==> src/rtl/l2_switch_pkg.sv <==
// Shared L2 switch definitions: frame field layout and egress serializer state encoding.
// Related build option: TX_PARITY_EN (adds one even-parity bit after each frame).
package l2_switch_pkg;

  localparam int unsigned FRAME_DEPTH    = 16;
  localparam int unsigned SFD_WIDTH      = 4;
  localparam logic [SFD_WIDTH-1:0] SFD_PATTERN = 4'b1010;
  localparam int unsigned DEST_MSB       = 11;
  localparam int unsigned DEST_LSB       = 8;
  localparam int unsigned SRC_MSB        = 7;
  localparam int unsigned SRC_LSB        = 4;
  localparam logic [3:0]  BROADCAST_ADDR = 4'hF;
  localparam int unsigned IFG_CYCLES_DEF = 2;
  localparam int unsigned CNT_WIDTH_DEF  = 8;

  // Serializer state encoding, kept as plain constants for legacy tools
  localparam int unsigned STATE_W  = 2;
  localparam logic [1:0]  S_IDLE   = 2'd0;
  localparam logic [1:0]  S_SHIFT  = 2'd1;
  localparam logic [1:0]  S_PARITY = 2'd2;
  localparam logic [1:0]  S_GAP    = 2'd3;

endpackage

==> src/rtl/egress_frame_serializer_sat_counter.sv <==
// Saturating up-counter used for the egress debug statistics.
module sat_counter #(
  parameter int unsigned WIDTH = 8
) (
  input  logic             clk,
  input  logic             rst,
  input  logic             i_inc,
  output logic [WIDTH-1:0] o_cnt
);

  logic [WIDTH-1:0] r_cnt;

  always_ff @(posedge clk or posedge rst) begin
    if (rst) begin
      r_cnt <= '0;
    end else if (i_inc && (r_cnt != '1)) begin
      r_cnt <= r_cnt + WIDTH'(1);
    end
  end

  assign o_cnt = r_cnt;

endmodule

==> src/rtl/egress_frame_serializer.sv <==
// Egress serializer: pops a frame, checks its SFD, shifts it out MSB-first, then holds the IFG.
// Build option: `define TX_PARITY_EN appends one even-parity bit after the frame bits.
module egress_frame_serializer #(
  parameter int unsigned DEPTH      = l2_switch_pkg::FRAME_DEPTH,
  parameter int unsigned SFD_WIDTH  = l2_switch_pkg::SFD_WIDTH,
  parameter logic [SFD_WIDTH-1:0] SFD_PATTERN = SFD_WIDTH'(l2_switch_pkg::SFD_PATTERN),
  parameter int unsigned IFG_CYCLES = l2_switch_pkg::IFG_CYCLES_DEF,
  parameter int unsigned CNT_WIDTH  = l2_switch_pkg::CNT_WIDTH_DEF
) (
  input  logic                 clk,
  input  logic                 rst,
  input  logic                 abort,
  input  logic [DEPTH-1:0]     frame_in,
  input  logic                 frame_valid,
  output logic                 frame_ready,
  output logic                 tx_bit,
  output logic                 tx_busy,
  output logic [CNT_WIDTH-1:0] sent_cnt,
  output logic [CNT_WIDTH-1:0] drop_cnt
);

  import l2_switch_pkg::*;

  localparam int unsigned BIT_W     = $clog2(DEPTH + 1);
  localparam int unsigned GAP_RAW_W = $clog2(IFG_CYCLES + 1);
  localparam int unsigned GAP_W     = (GAP_RAW_W < 1) ? 1 : GAP_RAW_W;
  localparam logic [1:0]  S_AFTER   = (IFG_CYCLES == 0) ? S_IDLE : S_GAP;

  logic [STATE_W-1:0] r_state;
  logic [DEPTH-1:0]   r_shreg;
  logic [BIT_W-1:0]   r_bit_cnt;
  logic [GAP_W-1:0]   r_gap_cnt;
  logic               r_tx_bit;
  logic               r_tx_busy;

  logic [STATE_W-1:0] w_state_nxt;
  logic [DEPTH-1:0]   w_shreg_nxt;
  logic [BIT_W-1:0]   w_bit_cnt_nxt;
  logic [GAP_W-1:0]   w_gap_cnt_nxt;
  logic               w_tx_bit_nxt;
  logic               w_accept;
  logic               w_sfd_ok;
  logic               w_last_bit;
  logic               w_sent_inc;
  logic               w_drop_inc;

`ifdef TX_PARITY_EN
  logic r_parity;
  logic w_parity_nxt;
`endif

  assign frame_ready = (r_state == S_IDLE) && !rst && !abort;
  assign w_accept    = frame_valid && frame_ready;
  assign w_sfd_ok    = (frame_in[DEPTH-1 -: SFD_WIDTH] == SFD_PATTERN);
  assign w_last_bit  = (r_bit_cnt == BIT_W'(DEPTH - 1));

  // State register and all registered outputs
  always_ff @(posedge clk or posedge rst) begin
    if (rst) begin
      r_state   <= S_IDLE;
      r_shreg   <= '0;
      r_bit_cnt <= '0;
      r_gap_cnt <= '0;
      r_tx_bit  <= 1'b0;
      r_tx_busy <= 1'b0;
`ifdef TX_PARITY_EN
      r_parity  <= 1'b0;
`endif
    end else begin
      r_state   <= w_state_nxt;
      r_shreg   <= w_shreg_nxt;
      r_bit_cnt <= w_bit_cnt_nxt;
      r_gap_cnt <= w_gap_cnt_nxt;
      r_tx_bit  <= w_tx_bit_nxt;
      r_tx_busy <= (w_state_nxt != S_IDLE);
`ifdef TX_PARITY_EN
      r_parity  <= w_parity_nxt;
`endif
    end
  end

  // The MSB is driven at the accept edge, so SHIFT lasts exactly DEPTH cycles
  always_comb begin
    w_state_nxt   = r_state;
    w_shreg_nxt   = r_shreg;
    w_bit_cnt_nxt = r_bit_cnt;
    w_gap_cnt_nxt = r_gap_cnt;
    w_tx_bit_nxt  = 1'b0;
    w_sent_inc    = 1'b0;
    w_drop_inc    = 1'b0;
`ifdef TX_PARITY_EN
    w_parity_nxt  = r_parity;
`endif
    if (abort) begin
      w_state_nxt = S_IDLE;
    end else begin
      case (r_state)
        S_IDLE: begin
          if (w_accept) begin
            if (w_sfd_ok) begin
              w_state_nxt   = S_SHIFT;
              w_shreg_nxt   = frame_in;
              w_bit_cnt_nxt = '0;
              w_tx_bit_nxt  = frame_in[DEPTH-1];
`ifdef TX_PARITY_EN
              w_parity_nxt  = ^frame_in;
`endif
            end else begin
              w_drop_inc = 1'b1;
            end
          end
        end
        S_SHIFT: begin
          w_shreg_nxt   = r_shreg << 1;
          w_bit_cnt_nxt = r_bit_cnt + BIT_W'(1);
          if (w_last_bit) begin
`ifdef TX_PARITY_EN
            w_state_nxt   = S_PARITY;
            w_tx_bit_nxt  = r_parity;
`else
            w_state_nxt   = S_AFTER;
            w_gap_cnt_nxt = '0;
            w_sent_inc    = 1'b1;
`endif
          end else begin
            w_tx_bit_nxt = r_shreg[DEPTH-2];
          end
        end
`ifdef TX_PARITY_EN
        S_PARITY: begin
          w_state_nxt   = S_AFTER;
          w_gap_cnt_nxt = '0;
          w_sent_inc    = 1'b1;
        end
`endif
        S_GAP: begin
          w_gap_cnt_nxt = r_gap_cnt + GAP_W'(1);
          if (r_gap_cnt == GAP_W'(IFG_CYCLES - 1)) begin
            w_state_nxt = S_IDLE;
          end
        end
        default: begin
          w_state_nxt = S_IDLE;
        end
      endcase
    end
  end

  sat_counter #(.WIDTH(CNT_WIDTH)) u_sent_cnt (
    .clk   (clk),
    .rst   (rst),
    .i_inc (w_sent_inc),
    .o_cnt (sent_cnt)
  );

  sat_counter #(.WIDTH(CNT_WIDTH)) u_drop_cnt (
    .clk   (clk),
    .rst   (rst),
    .i_inc (w_drop_inc),
    .o_cnt (drop_cnt)
  );

  assign tx_bit  = r_tx_bit;
  assign tx_busy = r_tx_busy;

endmodule

==> config.mk <==
export PLATFORM = sky130hd
export DESIGN_NAME = egress_frame_serializer
export DESIGN_NICKNAME = d
export VERILOG_FILES = /design/src/rtl/l2_switch_pkg.sv /design/src/rtl/egress_frame_serializer_sat_counter.sv /design/src/rtl/egress_frame_serializer.sv
export SDC_FILE = /design/constraint.sdc
export NUM_CORES = 1
export LEC_CHECK = 0
export ABC_AREA = 0
export BUFFER_PORTS_ARGS = -buffer_cell sky130_fd_sc_hd__buf_2
export CAP_MARGIN = 30
export CORE_MARGIN = 4
export CORE_UTILIZATION = 45
export DETAILED_ROUTE_END_ITERATION = 8
export PLACE_DENSITY = 0.78
export SKIP_LAST_GASP = 1
export SYNTH_ARGS = -nofsm -noshare
export SYNTH_HDL_FRONTEND = slang
export SYNTH_SLANG_ARGS = --single-unit
==> constraint.sdc <==
create_clock -name clk -period 3.3 [get_ports clk]
set_clock_uncertainty 0.15 [all_clocks]
set_input_delay 0.33 -clock clk [delete_from_list [all_inputs] [get_ports clk]]
set_output_delay 0.33 -clock clk [all_outputs]
set_load 0.05 [all_outputs]
==> results of run 1 <==
## cell type report
cell class,instances,share of cell area
clock buffers,5,0.02912
repair buffers,40,0.08682
multi-input cells,129,0.3854
well taps,52,0.02753
flip-flops and latches,42,0.4447
clock inverters,3,0.01694
inverters,6,0.009529
## cells by family (layout without fill, tap and decap cells)
logic type / count (synthesis) / in the layout / share of synthesized area
compound gates: 30 / 30 / 0.08027
buf+inv: 15 / 54 / 0.04166
flops: 42 / 42 / 0.5147
simple gates: 63 / 63 / 0.1881
xor+xnor: 14 / 14 / 0.06005
mux: 17 / 17 / 0.08456
fa+ha+maj: 5 / 5 / 0.03064
## power by group
group / leakage (uW) / internal (uW) / switching (uW)
registers: 0.000565 / 581 / 58.8
clock network: 0.0000579 / 223 / 175
logic: 0.000626 / 79.0 / 187
## metrics by stage
step	cells	total power (uW)	hold WS [ns]
after floorplan	186	840.5	0.2464
after global placement	269	911.8	0.3134
after detailed placement	269	919.7	0.3195
after CTS	277	1319	0.06299
after global routing	277	1377	0.09431
final	277	1302	0.03994
## flip-flops by register name, summed over array words and instances (netlist names)
name and count:
tx_busy 1, u_sent_cnt.o_cnt 8, u_drop_cnt.o_cnt 8, r_bit_cnt 5, tx_bit 1, r_gap_cnt 2
r_state 2, r_shreg 15
## critical path, stage by stage (launching register included)
cell       delay (ns)
dfrtp_1          0.51
nor4_4           0.33
nand4bb_1        0.42
nor2_2           0.26
mux2_1           0.34
## placed cells by master, fill, tap and decap left out, types with 3 or more instances in the layout
cell type	count
buf_2	38
nor2_1	3
ha_1	5
nor4_2	3
xnor2_1	4
xor2_1	10
mux2i_1	15
o21ai_0	20
nand2_1	25
nand3_1	9
a21oi_1	5
clkbuf_8	5
and3_1	4
dfrtp_1	42
inv_1	6
## layer usage
metal / track usage / up-vias
met5: 0 / -
met1: 0.1828 / 695
li1: - / 717
met4: 0.04660 / 0
met3: 0.03694 / 6
met2: 0.2272 / 36
## synthesized netlist by cell type (all sizes together), types with 5 or more instances
cell | n | area, sq um
dfrtp | 42 | 1051
nand2 | 25 | 93.84
o21ai | 20 | 100.1
mux2i | 15 | 150.1
xor2 | 10 | 87.58
nand3 | 9 | 45.04
buf | 8 | 58.80
inv | 6 | 22.52
a21oi | 5 | 25.02
ha | 5 | 62.56
nor2 | 5 | 23.77
## worst max path at each step
stage,start,endpoint
floorplan,r_state[0]$_DFF_PP0_,u_drop_cnt.o_cnt[1]$_DFFE_PP0P_
global placement,r_state[0]$_DFF_PP0_,u_drop_cnt.o_cnt[1]$_DFFE_PP0P_
detailed placement,r_state[0]$_DFF_PP0_,u_drop_cnt.o_cnt[1]$_DFFE_PP0P_
CTS,r_state[0]$_DFF_PP0_,u_drop_cnt.o_cnt[1]$_DFFE_PP0P_
global route,r_state[1]$_DFF_PP0_,r_shreg[14]$_DFFE_PP0P_
finish,r_state[0]$_DFF_PP0_,u_drop_cnt.o_cnt[1]$_DFFE_PP0P_
==> impl_results.md, run 1 <==
- Outcome: completed
- Detail Placement HPWL: 2.690 mm
- Antenna Cells: 0
- TritonCTS clock tree: done
- Core ar.: about 4400 sq um
- Net count reported at finish: 249
- Leak: approximately 0.0012 uW
- Final setup vio count: 0
- Vias in the first global route: 1415
- Initial DRC count: 76
- Area occupied by multi-input gates: between 900 and 1000 sq um
- Core Rows: 24
- Fin util: 0.5391
- Worst Tran Pin Value: 0.9370 ns
- Worst setup margin: 1.167 ns
- Clk Tree Root Cell: clkbuf_8
- Peak Freq: 468.7 MHz
- Placed Area: 2255 sq um
- Max Cap Viol: 0
- Hold buffer count at CTS: 0
- Element type at the critical path end: flop
- Layout area overhead: 15.75%
- Die ar.: 5679 sq um
- CP arrival: 2.16 ns
- Req. time, crit path: 3.33 ns
- Initial antenna violation count: 0
- First-pass GRT wire length: around 6.1 mm
- Starting Density: 0.4658
- Post-CTS Setup Bufs: 0
- Sequential area share after synthesis: 0.5147
- CTS max path bufs: 2
- Reg2reg start: r_state[0]$_DFF_PP0_
- Post-CTS sizing: 0
- Avg WL per Cell: ~13 microns
- Mapped cell area: 2042 sq um
- Drc violations: 0
- Unique cell type count in the Yosys netlist: 37
- Fill cells: 412
- Clk Latency, worst-skew pair: 0.29 ns
- Register-to-Register Path Depth: 4
- DR WL met2: 1.821 mm
- Slew Viols, Final: 0
- Post-route cell area: 2364 sq um
- Reg2Reg Setup Slack: around 1.2 ns
- Die W: roughly 75 microns
- H-tree lvl count: 2
- RSZ-0062 raised after global routing: no
- GPL Wtd Cong: between 0.7 and 0.8
- Met1 WL: ~1.7 mm
- Total track usage: 0.1400
- Die Y: between 70 and 80 microns
- Largest net degree at the start of global routing: 43
- Max FO, Critical Path: 9
- Final min period: 2.133 ns
- Hold Vio Cnt, Final: 0
- Via-to-Cell Ratio: 5.249
- Async SR Flop Fraction: 1.000
- Top FF cell, synth: dfrtp_1
- Global route overflow: 0
- Worst hold path type: input port to asynchronous set/reset pin
- Max IR drop VDD: 0.2977 mV
- Period utilization: 0.6465
- Syn Nets: 211
- Vias: 1454
- Final antenna-violating net count: 0
- Io pins: 39
- Post-Syn Instances: 186
- Share of cells above drive strength 1: 0.2667
- Yosys warning count: 0
- CTS sink count: 42
- Num CTS Buffers: 5
- Mean area per synthesized cell: 10.98 sq um
- Routed wl met3: roughly 170 microns
- Port Buf Inserts: 38
- Place WS: 1.172 ns
- First-pass detailed-route iteration total: 5
- FF+latch area: roughly 1100 sq um
- Post-synth EDFFs: 0
- Pwr dens: 551.1 nW/um^2
- Routed Wire Length: approximately 3.7 mm
- Critical path startpoint category: flop
- Worst-path clk slew: 0.08 ns
- Uppermost layer routed: met4
- Rel. slew slack: 0.3753
- Final TNS setup: 0 ns
- RR Endpoint: u_drop_cnt.o_cnt[1]$_DFFE_PP0P_
- Worst Path Class, Setup: flop to flop
- FF+latch count, synth: 42
Note: power is estimated with default switching activity, not from simulation.
==> inputs of run 2 (changes only) <==
==> constraint.sdc (replaced) <==
create_clock -name clk -period 2.2 [get_ports clk]
set_clock_uncertainty 0.15 [all_clocks]
set_input_delay 0.22 -clock clk [delete_from_list [all_inputs] [get_ports clk]]
set_output_delay 0.22 -clock clk [all_outputs]
set_load 0.05 [all_outputs]
==> run 2 against run 1 <==
  * Global-route usage increased by 0.33 points
  * Sequential share of layout area decreased by 0.47 points
  * Sequential power increased by 51%
  * First-iteration DRC count is 22% lower
  * Final area up 1.1%
  * Fmax increased by 2.1%
  * Core utilization is 0.57 points higher
  * Setup slack got worse by 1.1 ns
  * Die area did not move
==> impl_results.md, run 2 (same netlist as run 1, synthesis figures left out) <==
- Outcome: completed
- Hold path depth: 2
- Post-CTS Setup Bufs: 0 (unchanged)
- FF+latch area: 1051 sq um (unchanged)
- Die ar.: 5679 sq um (unchanged)
- Period utilization: 0.9497 (+0.3032)
- Critical Path End: u_sent_cnt.o_cnt[1]$_DFFE_PP0P_
- Initial DRC count: 59 (-22%)
- CTS sink count: 42 (unchanged)
- Core ar.: 4384 sq um (unchanged)
- Slew Viols, Final: 0 (unchanged)
- Hold Vio Cnt, Final: 0 (unchanged)
- Req. time, crit path: 2.22 ns (-1.11 ns)
- Worst setup path start: r_bit_cnt[0]$_DFFE_PP0P_
- Net count reported at finish: 255 (+2.4%)
- Pwr dens: 761.7 nW/um^2 (+38%)
- Reg2Reg Setup Slack: 0.11 ns (-1.06 ns)
- Worst Path Class, Setup: flop to flop
- Port Buf Inserts: 38 (unchanged)
- Critical path startpoint category: flop
- Routed Wire Length: 3.724 mm (+0.65%)
- Final TNS setup: 0 ns (unchanged)
- H-tree lvl count: 2 (unchanged)
- CP arrival: 2.11 ns (-0.05 ns)
- Worst-path clk slew: 0.07 ns (about the same)
- RR Endpoint: u_sent_cnt.o_cnt[1]$_DFFE_PP0P_
- WHS: 0.01195 ns (-0.02799 ns)
- Initial antenna violation count: 0 (unchanged)
- Via-to-Cell Ratio: 5.131 (-2.2%)
- Rel. slew slack: 0.5445 (+0.1691)
- Final antenna-violating net count: 0 (unchanged)
- Total track usage: 0.1433 (+0.003255)
- Place WS: 0.1582 ns (-1.014 ns)
- Worst hold path type: input port to flop
- Detail Placement HPWL: 2.804 mm (+4.2%)
- TritonCTS clock tree: done
- GRT met2 Usage: 0.2349 (+0.007670)
- Final min period: 2.089 ns (-0.04418 ns)
- Starting Density: 0.4658 (unchanged)
- Worst Tran Pin Value: 0.6833 ns (-0.2537 ns)
- First-pass GRT wire length: 6.223 mm (+2.3%)
- Max IR drop VDD: 0.5663 mV (+90%)
- CTS max path bufs: 2 (unchanged)
- Commonest non-fill, non-tap cell in the layout: dfrtp_1
- Most Crowded Layer GR: met2
- Avg WL per Cell: 13.21 microns (-1.1%)
- Total power: 1819 uW (+40%)
- Element type at the critical path end: flop
- Layout area overhead: 16.97%
- Global route overflow: 0 (unchanged)
- Area occupied by multi-input gates: 920.9 sq um (+1.1%)
- RSZ-0062 raised after global routing: yes
- Final setup vio count: 0 (unchanged)
- Register-to-Register Path Depth: 6 (+2)
- Drc violations: 0 (unchanged)
- Share of cells above drive strength 1: 0.2783 (+0.01159)
- Commonest non-fill, non-tap cells in the layout: dfrtp_1 (42), buf_2 (38), nand2_1 (25), o21ai_0 (20), mux2i_1 (15)
- Biggest register: r_shreg
- Core Rows: 24 (unchanged)
- Clk Tree Root Cell: clkbuf_8
- Clk Latency, worst-skew pair: 0.28 ns (about the same)
- Vias: 1447 (-0.48%)
- Worst setup margin: 0.1108 ns (-1.056 ns)
- Antenna Cells: 0 (unchanged)
- Die W: 75.36 microns (unchanged)
- Met1 usage: 0.1853 (+0.002489)
- Leak: 0.001255 uW (+0.53%)
- Io pins: 39 (unchanged)
- Peak Freq: 478.6 MHz (+2.1%)
- GPL Wtd Cong: 0.7479 (-5.8%)
- Flip-flop count of the largest register after layout: 15 (unchanged)
- Reg2reg start: r_bit_cnt[0]$_DFFE_PP0P_
- Max Cap Viol: 0 (unchanged)
- Fill cells: 371 (-10%)
- Die Y: 75.36 microns (unchanged)
- Num CTS Buffers: 5 (unchanged)
- Vias in the first global route: 1425 (+0.71%)
- First-pass detailed-route iteration total: 4 (-1)
- Max FO, Critical Path: 4 (-5)
- Met3 Use GR: 0.04617 (+0.009235)
- Largest net degree at the start of global routing: 43 (unchanged)
-- run 2: changes by cell type in the layout (fill, tap and decap cells not counted), sizes merged --
cell | previous run | this run
buf | 40 | 45
clkbuf | 5 | 7
clkinv | 2 | 0
bufinv | 1 | 0
dlygate4sd3 | 0 | 1
-- run 2: power breakdown --
part           internal [uW]  leakage, uW  switching, uW
registers                871     0.000565           91.4
clock network            218    0.0000383            238
logic                    121     0.000652            279
-- run 2: final cells by class --
class / count / share of cell area
clock buffer: 7 / 0.03195
sequential: 42 / 0.4400
multi-input combinational: 129 / 0.3855
tap: 52 / 0.02724
inverter: 6 / 0.009429
timing repair buffer: 46 / 0.1058
-- run 2: worst min-delay path by stage --
stage / startpoint / to / slack (ns)
finish: frame_in[0] / r_shreg[0]$_DFFE_PP0P_ / 0.01
global route: frame_in[0] / r_shreg[0]$_DFFE_PP0P_ / 0.02
CTS: frame_in[0] / r_shreg[0]$_DFFE_PP0P_ / 0.006
detailed placement: rst / r_state[1]$_DFF_PP0_ / 0.28
global placement: rst / r_state[1]$_DFF_PP0_ / 0.28
floorplan: abort / r_state[0]$_DFF_PP0_ / 0.14
-- run 2: routing by layer --
layer / up-vias / wire length, microns
li1: 730 / -
met4: 0 / 42
met1: 685 / 1731
met3: 5 / 199
met5: - / 0
met2: 27 / 1750
-- run 2: worst max-delay path, cell delays in order, from the launching register on --
cell and delay [ns]:
dfrtp_1 0.39, ha_1 0.17, and3_1 0.15, ha_1 0.21
nand4bb_1 0.21, a21oi_1 0.33, mux2_2 0.37
-- run 2: through the flow --
step / utilization / area (sq um) / cells
global route: 0.5448 / 2389 / 282
CTS: 0.5425 / 2379 / 282
finish: 0.5448 / 2389 / 282
floorplan: - / 2042 / 186
detailed placement: 0.5228 / 2292 / 274
global placement: 0.5228 / 2292 / 274
-- run 2: repair_timing --
action	4_1_cts	5_1_grt
hold buffers	1	0
endpoints found under the setup margin	0	3
gates resized for setup	0	2
hold endpoints to repair	42	0
==> inputs of run 3 (changes only) <==
--- a/config.mk
+++ b/config.mk
@@ -9,9 +9,9 @@
 export BUFFER_PORTS_ARGS = -buffer_cell sky130_fd_sc_hd__buf_2
 export CAP_MARGIN = 30
 export CORE_MARGIN = 4
-export CORE_UTILIZATION = 45
+export CORE_UTILIZATION = 54
 export DETAILED_ROUTE_END_ITERATION = 8
-export PLACE_DENSITY = 0.78
+export PLACE_DENSITY = 0.89
 export SKIP_LAST_GASP = 1
 export SYNTH_ARGS = -nofsm -noshare
 export SYNTH_HDL_FRONTEND = slang
==> run 3 against run 2 <==
  * Wire length is 5.3% higher
  * Cell count is 0.71% lower
  * Die area is 15% lower
  * First-iteration DRC count is 46% higher
  * Worst hold slack better by 0.050 ns
==> impl_results.md, run 3 (same netlist as run 1, synthesis figures left out) <==
- Pwr dens: 764.2 nW/um^2 (+0.33%)
- Share of cells above drive strength 1: 0.2802 (+0.001912)
- Port Buf Inserts: 38 (unchanged)
- Starting Density: 0.5578 (+0.09200)
- Final antenna-violating net count: 0 (unchanged)
- Vias: 1486 (+2.7%)
- Slowest stage cell, crit path: dfrtp_1
- Die Y: 69.50 microns (-7.8%)
- Hold Vio Cnt, Final: 0 (unchanged)
- Core ar.: 3661 sq um (-16%)
- TritonCTS clock tree: done
- H-tree lvl count: 2 (unchanged)
- Slew Viols, Final: 0 (unchanged)
- Leak: 0.001269 uW (+1.1%)
- Die ar.: 4830 sq um (-15%)
- Placed Area: 2295 sq um (+0.11%)
- Global route overflow: 0 (unchanged)
- Initial antenna violation count: 0 (unchanged)
- Commonest non-fill, non-tap cells in the layout: dfrtp_1 (42), buf_2 (38), nand2_1 (25), o21ai_0 (20), mux2i_1 (15)
- Met3 Use GR: 0.05217 (+0.006000)
- CP Cell Sequence: ha_1 -> and3_1 -> ha_1 -> nand4bb_1 -> a211oi_1 -> nand3_1 -> xnor2_1
- Routed Wire Length: 3.921 mm (+5.3%)
- Detail Placement HPWL: 3.016 mm (+7.5%)
- Worst-path clk slew: 0.08 ns (about the same)
- Combinational power share: 0.221 (about the same)
- Die W: 69.50 microns (-7.8%)
- Post-route cell area: 2394 sq um (+0.21%)
- Commonest non-fill, non-tap cell in the layout: dfrtp_1
- Max FO, Critical Path: 4 (unchanged)
- Worst hold path type: input port to flop
- Io pins: 39 (unchanged)
- Drc violations: 0 (unchanged)
- Max incr delay on CP: 0.41 ns (+0.02 ns)
- Antenna Cells: 0 (unchanged)
- Most Crowded Layer GR: met2
- Largest net degree at the start of global routing: 26 (-40%)
- Switching part of the total: 0.3399 (+0.005345)
- Post-CTS sizing: 0 (unchanged)
- Period utilization: 0.9451 (-0.004576)
- Seq pwr share: 0.526 (-0.003)
- Element type at the critical path end: flop
- GPL Wtd Cong: 0.7885 (+5.4%)
- Via-to-Cell Ratio: 5.307 (+3.4%)
- RSZ-0062 raised after global routing: no
- Final setup vio count: 0 (unchanged)
- FF+latch area: 1051 sq um (unchanged)
- Pint: 1208 uW (-0.27%)
- Net count reported at finish: 257 (+0.78%)
- CTS max path bufs: 2 (unchanged)
- Num CTS Buffers: 5 (unchanged)
- Outcome: completed
- Total track usage: 0.1757 (+0.03245)
- Clk Latency, worst-skew pair: 0.29 ns (about the same)
- Fill cells: 311 (-16%)
- Critical path startpoint category: flop
- Worst Path Class, Setup: flop to flop
- CP arrival: 2.11 ns (about the same)
- Initial DRC count: 86 (+46%)
- Max Cap Viol: 0 (unchanged)
- Max IR drop VDD: 0.7121 mV (+26%)
- Peak Freq: 481.0 MHz (+0.48%)
- First-pass detailed-route iteration total: 4 (unchanged)
- Fin util: 0.6538 (+0.1090)
- Avg WL per Cell: 14.00 microns (+6.0%)
- Clock Power Share: 0.253 (+0.002)
- CTS sink count: 42 (unchanged)
- Layout area overhead: 17.22%
- Biggest register: r_shreg
- Worst Tran Pin Value: 0.4101 ns (-0.2732 ns)
- Flip-flop count of the largest register after layout: 15 (unchanged)
- Req. time, crit path: 2.24 ns (+0.02 ns)
- Final min period: 2.079 ns (-0.01007 ns)
- Switching power: 621.7 uW (+2.1%)
- Rel. slew slack: 0.7249 (+0.1805)
- First-pass GRT wire length: 6.803 mm (+9.3%)
- Most used cell, CP: ha_1
- Final TNS setup: 0 ns (unchanged)
- Met1 usage: 0.2115 (+0.02621)
- Vias in the first global route: 1514 (+6.2%)
- Clk Tree Root Cell: clkbuf_8
- GRT met2 Usage: 0.2998 (+0.06489)
- Area occupied by multi-input gates: 910.9 sq um (-1.1%)
- Core Rows: 22 (-8.3%)
-- run 3: metal layers --
metal / part of all wire / vias to the layer above
met4: 0.013 / 0
met5: 0 / -
li1: - / 737
met1: 0.45 / 703
met3: 0.062 / 5
met2: 0.48 / 41
-- run 3: path summary, 6_finish.rpt --
check	from	to	slack (ns)	cells past startpoint
setup / recovery	r_bit_cnt[0]$_DFFE_PP0P_	u_sent_cnt.o_cnt[7]$_DFFE_PP0P_	0.12	7
hold / removal	frame_in[5]	r_shreg[5]$_DFFE_PP0P_	0.06	3
setup reg to reg	r_bit_cnt[0]$_DFFE_PP0P_	u_sent_cnt.o_cnt[7]$_DFFE_PP0P_	0.12	7
hold reg to reg	r_shreg[5]$_DFFE_PP0P_	r_shreg[5]$_DFFE_PP0P_	0.33	2
max in group asynchronous	rst	r_shreg[12]$_DFFE_PP0P_	1.22	4
min in group asynchronous	rst	r_gap_cnt[1]$_DFFE_PP0P_	0.41	4
-- run 3: what timing repair did --
item	in CTS	in global routing
setup buffers	0	0
endpoints found under the hold margin	43	0
hold buffers	2	0
-- run 3: stage by stage --
step | hold slack [ns] | worst slack (ns) | power, uW | instances
after floorplan | 0.1364 | 0.01533 | 1261 | 186
after CTS | 0.05364 | 0.1367 | 1855 | 280
after global routing | 0.06290 | 0.02325 | 1934 | 280
after global placement | 0.1591 | 0.2410 | 1367 | 271
final | 0.06157 | 0.1208 | 1829 | 280
after detailed placement | 0.1789 | 0.1394 | 1383 | 271
-- run 3: critical path, delay by kind of cell (launching register included) --
family / cells / cell delay [ns]
AND/OR/NAND/NOR: 3 / 0.51
flip-flops: 1 / 0.41
AO/OA/AOI/OAI: 1 / 0.39
adder cells (fa/ha/maj): 2 / 0.38
XOR/XNOR: 1 / 0.15
-- run 3: final cells by class --
type,count,share of cell area
Sequential cell,42,0.4391
Multi-Input combinational cell,129,0.3806
Clock inverter,2,0.004182
Timing Repair Buffer,48,0.1129
Inverter,6,0.009409
Clock buffer,5,0.02875
Tap cell,48,0.02509
-- run 3: power groups by stage --
stage	clock, uW	sequential, uW	combinational (uW)
after floorplan	0	1120	142
after global placement	0	970	397
after detailed placement	0	976	407
after CTS	482	962	411
after global routing	517	976	441
final	463	962	405
